**src/rtl/uart_mmio_pkg.sv**
```systemverilog
// Shared register map, bit positions and serializer state encoding for the
// memory-mapped UART transmitter.
package uart_mmio_pkg;

    localparam logic [1:0] OFF_TXDATA = 2'd0;
    localparam logic [1:0] OFF_STATUS = 2'd1;
    localparam logic [1:0] OFF_CTRL   = 2'd2;
    localparam logic [1:0] OFF_COUNT  = 2'd3;

    localparam int ST_FULL  = 0;
    localparam int ST_EMPTY = 1;
    localparam int ST_BUSY  = 2;
    localparam int ST_OVF   = 3;

    localparam int CT_TXEN  = 0;
    localparam int CT_FLUSH = 1;

    typedef enum logic [1:0] {
        S_IDLE  = 2'd0,
        S_START = 2'd1,
        S_DATA  = 2'd2,
        S_STOP  = 2'd3
    } tx_state_e;

endpackage

```
**src/rtl/uart_tx_fifo.sv**
```systemverilog
// Synchronous show-ahead FIFO; pointers carry one extra bit so full and empty
// are distinguishable when the index bits match.
module uart_tx_fifo #(
    parameter int WIDTH = 8,
    parameter int DEPTH = 4
) (
    input  logic             clk,
    input  logic             reset,
    input  logic             push_i,
    input  logic [WIDTH-1:0] data_i,
    input  logic             pop_i,
    input  logic             flush_i,
    output logic [WIDTH-1:0] data_o,
    output logic             full_o,
    output logic             empty_o
);

    localparam int AW = $clog2(DEPTH);

    logic [WIDTH-1:0] mem_q [DEPTH];
    logic [AW:0]      wr_q;
    logic [AW:0]      rd_q;
    logic             do_push;
    logic             do_pop;

    assign empty_o = (wr_q == rd_q);
    assign full_o  = (wr_q[AW] != rd_q[AW]) && (wr_q[AW-1:0] == rd_q[AW-1:0]);
    assign data_o  = mem_q[rd_q[AW-1:0]];
    assign do_push = push_i && !full_o;
    assign do_pop  = pop_i && !empty_o;

    always_ff @(posedge clk) begin
        if (reset || flush_i) begin
            wr_q <= '0;
            rd_q <= '0;
        end else begin
            if (do_push) wr_q <= wr_q + 1'b1;
            if (do_pop)  rd_q <= rd_q + 1'b1;
        end
    end

    always_ff @(posedge clk) begin
        if (do_push && !flush_i) mem_q[wr_q[AW-1:0]] <= data_i;
    end

endmodule

```
**src/rtl/mmio_uart_tx.sv**
```systemverilog
// Memory-mapped 8N1 UART transmitter: store-fed byte FIFO, serializer and
// zero-latency status/control/frame-count readback.
module mmio_uart_tx
    import uart_mmio_pkg::*;
#(
    parameter logic [31:0] BASE_ADDR    = 32'hFFFF_0000,
    parameter int          CLKS_PER_BIT = 16,
    parameter int          FIFO_DEPTH   = 4
) (
    input  logic        clk,
    input  logic        reset,
    input  logic        Memwrite,
    input  logic [31:0] Memaddr,
    input  logic [31:0] MemWdata,
    output logic [31:0] MemRdata,
    output logic        sel,
    output logic        tx
);

    localparam int BW = (CLKS_PER_BIT > 1) ? $clog2(CLKS_PER_BIT) : 1;
    localparam logic [BW-1:0] BAUD_LAST = BW'(CLKS_PER_BIT - 1);

    tx_state_e   state_q, state_d;
    logic [BW-1:0] baud_q, baud_d;
    logic [2:0]  bit_q, bit_d;
    logic [7:0]  shift_q, shift_d;
    logic        tx_q, tx_d;
    logic [31:0] count_q, count_d;
    logic        ovf_q;
    logic        txen_q;

    logic [1:0]  off;
    logic        wr, push, pop, flush, status_wr, ctrl_wr, bit_end;
    logic [7:0]  fifo_data;
    logic        full, empty;
    logic        unused_bits;

    assign sel       = (Memaddr[31:4] == BASE_ADDR[31:4]);
    assign off       = Memaddr[3:2];
    assign wr        = sel && Memwrite;
    assign push      = wr && (off == OFF_TXDATA);
    assign status_wr = wr && (off == OFF_STATUS);
    assign ctrl_wr   = wr && (off == OFF_CTRL);
    assign flush     = ctrl_wr && MemWdata[CT_FLUSH];
    assign bit_end   = (baud_q == BAUD_LAST);
    assign tx        = tx_q;
    assign unused_bits = ^{Memaddr[1:0], MemWdata[31:8]};

    uart_tx_fifo #(.WIDTH(8), .DEPTH(FIFO_DEPTH)) u_fifo (
        .clk    (clk),
        .reset  (reset),
        .push_i (push),
        .data_i (MemWdata[7:0]),
        .pop_i  (pop),
        .flush_i(flush),
        .data_o (fifo_data),
        .full_o (full),
        .empty_o(empty)
    );

    always_ff @(posedge clk) begin
        if (reset) begin
            state_q <= S_IDLE;
            baud_q  <= '0;
            bit_q   <= '0;
            shift_q <= '0;
            tx_q    <= 1'b1;
            count_q <= '0;
        end else begin
            state_q <= state_d;
            baud_q  <= baud_d;
            bit_q   <= bit_d;
            shift_q <= shift_d;
            tx_q    <= tx_d;
            count_q <= count_d;
        end
    end

    // Full is sampled before the edge, so a push into a full FIFO overflows
    // even when the serializer pops on the same edge.
    always_ff @(posedge clk) begin
        if (reset) begin
            ovf_q  <= 1'b0;
            txen_q <= 1'b1;
        end else begin
            if (push && full)                         ovf_q <= 1'b1;
            else if (status_wr && MemWdata[ST_OVF])   ovf_q <= 1'b0;
            if (ctrl_wr) txen_q <= MemWdata[CT_TXEN];
        end
    end

    always_comb begin
        state_d = state_q;
        baud_d  = baud_q;
        bit_d   = bit_q;
        shift_d = shift_q;
        tx_d    = tx_q;
        count_d = count_q;
        pop     = 1'b0;
        case (state_q)
            S_IDLE: begin
                tx_d = 1'b1;
                if (txen_q && !empty) begin
                    pop     = 1'b1;
                    shift_d = fifo_data;
                    tx_d    = 1'b0;
                    baud_d  = '0;
                    state_d = S_START;
                end
            end
            S_START: begin
                if (bit_end) begin
                    baud_d  = '0;
                    bit_d   = '0;
                    tx_d    = shift_q[0];
                    state_d = S_DATA;
                end else begin
                    baud_d = baud_q + 1'b1;
                end
            end
            S_DATA: begin
                if (bit_end) begin
                    baud_d = '0;
                    if (bit_q == 3'd7) begin
                        tx_d    = 1'b1;
                        state_d = S_STOP;
                    end else begin
                        shift_d = shift_q >> 1;
                        tx_d    = shift_q[1];
                        bit_d   = bit_q + 3'd1;
                    end
                end else begin
                    baud_d = baud_q + 1'b1;
                end
            end
            S_STOP: begin
                if (bit_end) begin
                    baud_d  = '0;
                    count_d = count_q + 32'd1;
                    if (txen_q && !empty) begin
                        pop     = 1'b1;
                        shift_d = fifo_data;
                        tx_d    = 1'b0;
                        state_d = S_START;
                    end else begin
                        tx_d    = 1'b1;
                        state_d = S_IDLE;
                    end
                end else begin
                    baud_d = baud_q + 1'b1;
                end
            end
            default: state_d = S_IDLE;
        endcase
    end

    always_comb begin
        MemRdata = 32'h0;
        if (sel) begin
            case (off)
                OFF_STATUS: begin
                    MemRdata[ST_FULL]  = full;
                    MemRdata[ST_EMPTY] = empty;
                    MemRdata[ST_BUSY]  = (state_q != S_IDLE);
                    MemRdata[ST_OVF]   = ovf_q;
                end
                OFF_CTRL:  MemRdata[CT_TXEN] = txen_q;
                OFF_COUNT: MemRdata = count_q;
                default:   MemRdata = 32'h0;
            endcase
        end
    end

endmodule
```
**config.mk**
```make
export PLATFORM = sky130hd
export DESIGN_NAME = mmio_uart_tx
export DESIGN_NICKNAME = d
export VERILOG_FILES = /design/src/rtl/uart_mmio_pkg.sv /design/src/rtl/uart_tx_fifo.sv /design/src/rtl/mmio_uart_tx.sv
export SDC_FILE = /design/constraint.sdc
export NUM_CORES = 1
export LEC_CHECK = 0
export ABC_AREA = 1
export BUFFER_PORTS_ARGS = -buffer_cell sky130_fd_sc_hd__buf_4
export CORE_MARGIN = 5
export CORE_UTILIZATION = 50
export DETAILED_ROUTE_END_ITERATION = 12
export PLACE_DENSITY = 0.77
export SKIP_CTS_REPAIR_TIMING = 1
export SYNTH_ARGS = -nofsm -noshare
export SYNTH_HDL_FRONTEND = slang
export SYNTH_SLANG_ARGS = --single-unit
```
**constraint.sdc**
```tcl
create_clock -name clk -period 1.7 [get_ports clk]
set_clock_uncertainty 0.15 [all_clocks]
set_input_delay 0.085 -clock clk [delete_from_list [all_inputs] [get_ports clk]]
set_output_delay 0.085 -clock clk [all_outputs]
set_load 0.05 [all_outputs]
```
; ---- Word-level counts from Yosys, hierarchy flattened
; Memories as Yosys holds them, arrays and structs flattened. A register that Yosys moved wholly into a read port is not among the register bits.
; Cells that the tools add are included.
[totals]
input_bits = 67
word_cells = 100
ram_bits = 32
ff_bits = 58
memories = 1
output_inout_bits = 34
[memory_table]
columns = memory, words, word_bits, rd, rd_ports_with_merged_regs, write_ports, line
row1 = u_fifo.mem_q, 4, 8, 1, 1, 1, uart_tx_fifo.sv:20  ; logic [WIDTH-1:0] mem_q [DEPTH];
[op_classes]
n_mux = 38
reduce_logical = 28
n_eq_ne = 18
n_addsub = 5
[ops]
columns = operator, count
row1 = $add 32x1->32 const B, 1
row2 = $mux 32, 1
row3 = $mux 8, 4
row4 = $eq 28x28->1 const B, 1
row5 = $mux 28, 1
row6 = $pmux 8 s3, 1
row7 = $mux 2, 7
row8 = $logic_and 1x1->1, 12
row9 = $mux 1, 12
row10 = $ne 2x2->1 const B, 6
row11 = $pmux 3 s2, 2
row12 = $add 3x1->3 const B, 3
row13 = $mux 3, 3
row14 = $eq 2x2->1 const B, 4
row15 = $mux 4, 2
row16 = $pmux 2 s4, 1
row17 = $pmux 4 s2, 1
row18 = $reduce_and 4->1, 2
row19 = $reduce_bool 2->1, 3
row20 = $reduce_and 5->1, 1
row21 = $add 4x1->4 const B, 1
row22 = $eq 2x1->1 const B, 2
row23 = $eq 4x4->1 const B, 1
row24 = $logic_not 2->1, 2
row25 = 13 further kinds, 15

; ---- Longest topological paths before layout
[depth]
ltp_word = 9
mapped_depth = 11
mapped_depth_nobuf = 11

; ---- Modules after synthesis
; Synthesis repeated with hierarchy kept, for this count alone.
[hier_totals]
hier_cells = 630
hier_area_um2 = 4810.9
[modules_own_cells]
columns = module, seq_area_each_um2, cells_each, n_inst, area_each_um2
row1 = mmio_uart_tx, 1041.0, 479, 1, 3121.7
row2 = uart_tx_fifo, 1121.1, 151, 1, 1689.1

; ---- Worst setup path before layout
; Ideal clock, no wire load.
[synth_path]
path_kind = input to output
startpoint = input port Memaddr[11]
endpoint = output port MemRdata[28]
required_ps = 1465
t_arrival_ps = 2325
path_buffers = 1
setup_slack_ps = -860
cell_stages = 8
cell_sequence = nor2_1 nand2_1 nor2_1 nand2_1 nor2_2 inv_1 clkbuf_1 nor3_1
[synth_between]
elab_chain_len = 2
[synth_lines]
columns = item, line
row1 = "start, declared", mmio_uart_tx.sv:13  ; input logic [31:0] Memaddr,
row2 = $eq 28x28->1, mmio_uart_tx.sv:38  ; assign sel = (Memaddr[31:4] == BASE_ADDR[31:4]);
row3 = via sel, mmio_uart_tx.sv:16  ; output logic sel,
row4 = $mux 32, mmio_uart_tx.sv:159  ; if (sel) begin
row5 = "end, declared", mmio_uart_tx.sv:15  ; output logic [31:0] MemRdata,
; The timed path passes the listed nets, and every way through them passes these cells.

; ---- Worst setup path in the final report
[layout_path]
startpoint = register u_fifo.rd_q[0]
endpoint = output port MemRdata[0]
[layout_between]
elab_chain_len = 4
[layout_lines]
columns = item, line
row1 = "start, declared", uart_tx_fifo.sv:22  ; logic [AW:0] rd_q;
row2 = "start signal, assigned", uart_tx_fifo.sv:38  ; if (do_pop) rd_q <= rd_q + 1'b1;
row3 = $eq 2x2->1, uart_tx_fifo.sv:27  ; assign full_o = (wr_q[AW] != rd_q[AW]) && (wr_q[AW-1:0] == rd_q[AW-1:0]);
row4 = $logic_and 1x1->1, uart_tx_fifo.sv:27
row5 = $pmux 1 s3, mmio_uart_tx.sv:160  ; case (off)
row6 = $mux 32, mmio_uart_tx.sv:159
; No other way between the ends.

==> results.cfg <==
[run_status]
status = complete, but fails checks
violations = setup timing

[worst_setup_path]
path_max_fanout = 4
crit_path_cell_trace = xnor2_2 -> nand3_2 -> buf_6 -> inv_4 -> nand2_4 -> a31oi_4 -> buf_6
crit_buf_inv = 3
path_class = reg -> out
crit_family = buffers and inverters
worstPathArrival_ns = 1.74
worstPathRequired_ns = 1.46
worst_setup_path_start_kind = flip-flop
crit_slowest_cell = dfxtp_2
crit_path_frequent_cell = buf_6
endpoint_kind = output port
critPathMaxStageDelay_ns = 0.37

[clock_tree]
insertion_delay_ns = 0.38
cts_root_buffer = clkbuf_8
cts.sinks = 92
cts_tree = yes
clockBufferDepth = 2
clk_pin_slew_ns = 0.10
htreeDepth = 3
cts-buffers-inserted = 9

[floorplan]
ioPinCount = 101
die_x_microns = 109.0
row_count = 36
initial_core_util_pct = 50.61
dieArea_sq_um = 11880
die_h_microns = 109.0
core_sq_um = 9684

[pwr]
p_per_area_nw_per_um2 = 785.6
leakagePower_nw = 3.133
power.total_mw = 5.767
vdd_drop_max_v = 0.0006502

[yosys]
yosysSeqAreaShare_pct = 44.12
ys_ff_latch = 92
synthesis.area_sq_um = 4901
yosysWarnings = 0
syn_inst = 660
synth_top_area_cell = dfxtp_1
yosys.area.top_type_share_pct = 24.51
synth_nets = 741
avgSynthCellArea_sq_um = 7.426
synth.area.top_cells = dfxtp_1 (25%), edfxtp_1 (20%), nand2_1 (12%)
ys_types = 40

[cells_and_area]
area.growth.synth_to_final_pct = 49.78
drive_above_1_share_pct = 37.09
mostFrequentLayoutCells = nand2_1 (140), buf_4 (123), nor2_1 (77)
final_util_pct = 75.80
layout_commonest_cell = nand2_1
antenna_cells = 0
nets = 893
fin_cells = 950

[sta]
finalCritPeriodShare_pct = 116.2
hold_violations = 0
fin_crit_ns = 1.975
rsz0062_at_grt = yes
drv_slew = 0
tns_ns = -0.8829
fmax_mhz = 506.3
setup_viol = 15
setup_slack_ns = -0.2750
tightest_slew_ns = 0.4640
relSlewSlack_pct = 68.95
fin_hold_ws_ns = 0.06184

[grt]
antenna_found_initial = 0
grtUsageTotal_pct = 22.28
grt_pass1_vias = 4729
grt_first_pass_wirelength_mm = 21.11
grt_max_degree = 23
grt-ovfl-total = 0

[detailed_routing]
via_per_inst = 5.360
first_iter_violations = 515
wirelength_mm = 14.58
via_count = 5092
first_pass_iters = 6
drc = 0
wire_per_inst_microns = 15.35
final_antenna_net_count = 0

[place]
io_buffers = 74
place_inst = 908
dpl.hpwl_mm = 9.625
place_congestion = 0.8703

[job]
drv_cap = 0

[worst_hold_path]
hold_path.class = in -> reg
==> logic make-up (layout without fill, tap and decap cells) <==
group,after synthesis,count (layout),synth area share [%]
buffers and inverters,90,247,7.097
adder cells (fa/ha/maj),14,14,3.574
XOR/XNOR,10,10,1.787
AND/OR/NAND/NOR,350,350,32.24
flip-flops,92,92,44.12
AO/OA/AOI/OAI,104,104,11.18
==> worst register-to-register path, delay by kind of cell (launching register included) <==
family	cells	cell delay [ns]
xor+xnor	1	0.23
simple gates	4	0.67
compound gates	2	0.28
flops	1	0.37
==> Yosys cell counts <==
cell type  number
a21oi_1        47
a31oi_1         2
and2_1          1
buf_2           4
buf_4           1
clkbuf_1       10
clkinv_1        1
clkinv_2        1
dfxtp_1        60
edfxtp_1       32
ha_1           14
inv_1          72
inv_2           1
nand2_1       151
nand2_2         7
nand2_4         1
nand3_1        36
nand3_2         2
nand3b_1        1
nand3b_4        1
nand4_1         7
nand4_4         1
nor2_1         98
nor2_2          6
nor2_4          2
nor2_8          1
nor3_1         29
nor3_2          2
nor3_4          2
nor3b_1         1
nor4_1          1
o211a_1         1
o211ai_1        1
o21a_1          3
o21ai_0        42
o21ai_1         1
o22ai_1         6
o31ai_1         1
xnor2_1         4
xor2_1          6
==> where the power goes <==
part	internal [mW]	leakage [nW]	switching, mW	total [mW]
Combinational	0.763	2.24	0.978	1.74
Sequential	2.39	0.783	0.0895	2.48
Clock	0.598	0.107	0.951	1.55
==> routing by layer <==
metal,part of all wire [%],vias to the layer above,global-route usage [%],routed length (microns)
met1,39,2393,27.34,5650
met4,2.6,0,6.583,374
li1,-,2476,-,-
met3,4.5,46,4.618,649
met5,0,-,0,0
met2,54,177,39.30,7910
==> stage by stage <==
step / cell area [sq um] / setup slack, ns
finish: 7341 / -0.2750
global placement: 6435 / -0.02536
global route: 7341 / -0.3081
detailed placement: 6435 / -0.07883
floorplan: 5288 / -0.2574
CTS: 6653 / -0.3595
==> worst paths after layout <==
check / startpoint / endpoint / slack [ns] / cells after the start
worst max-delay path: u_fifo.rd_q[0]$_SDFFE_PP0P_ / MemRdata[0] / -0.28 / 7
worst min-delay path: Memaddr[2] / u_fifo.wr_q[1]$_SDFFE_PP0P_ / 0.06 / 5
worst max register to register: u_fifo.rd_q[0]$_SDFFE_PP0P_ / baud_q[0]$_SDFFE_PP0P_ / -0.06 / 7
worst min register to register: bit_q[0]$_SDFFE_PP0P_ / bit_q[0]$_SDFFE_PP0P_ / 0.29 / 1
==> registers in the layout, summed over array words and instances, names as in the netlist, named ones only <==
signal	flops
ovf_q	1
shift_q	8
u_fifo.wr_q	3
count_q	32
txen_q	1
u_fifo.mem_q	32
u_fifo.rd_q	3
state_q	2
bit_q	3
baud_q	4
tx	1
==> layout make-up <==
cell class              instances  area, sq um
flip-flops and latches         92         2201
clock inverters                 7        93.84
well taps                     133        166.4
multi-input cells             478         3107
clock buffers                   9        123.9
repair buffers                156         1355
inverters                      75        294.0
fillers                       609         2344
Note: power is estimated with default switching activity, not from simulation.
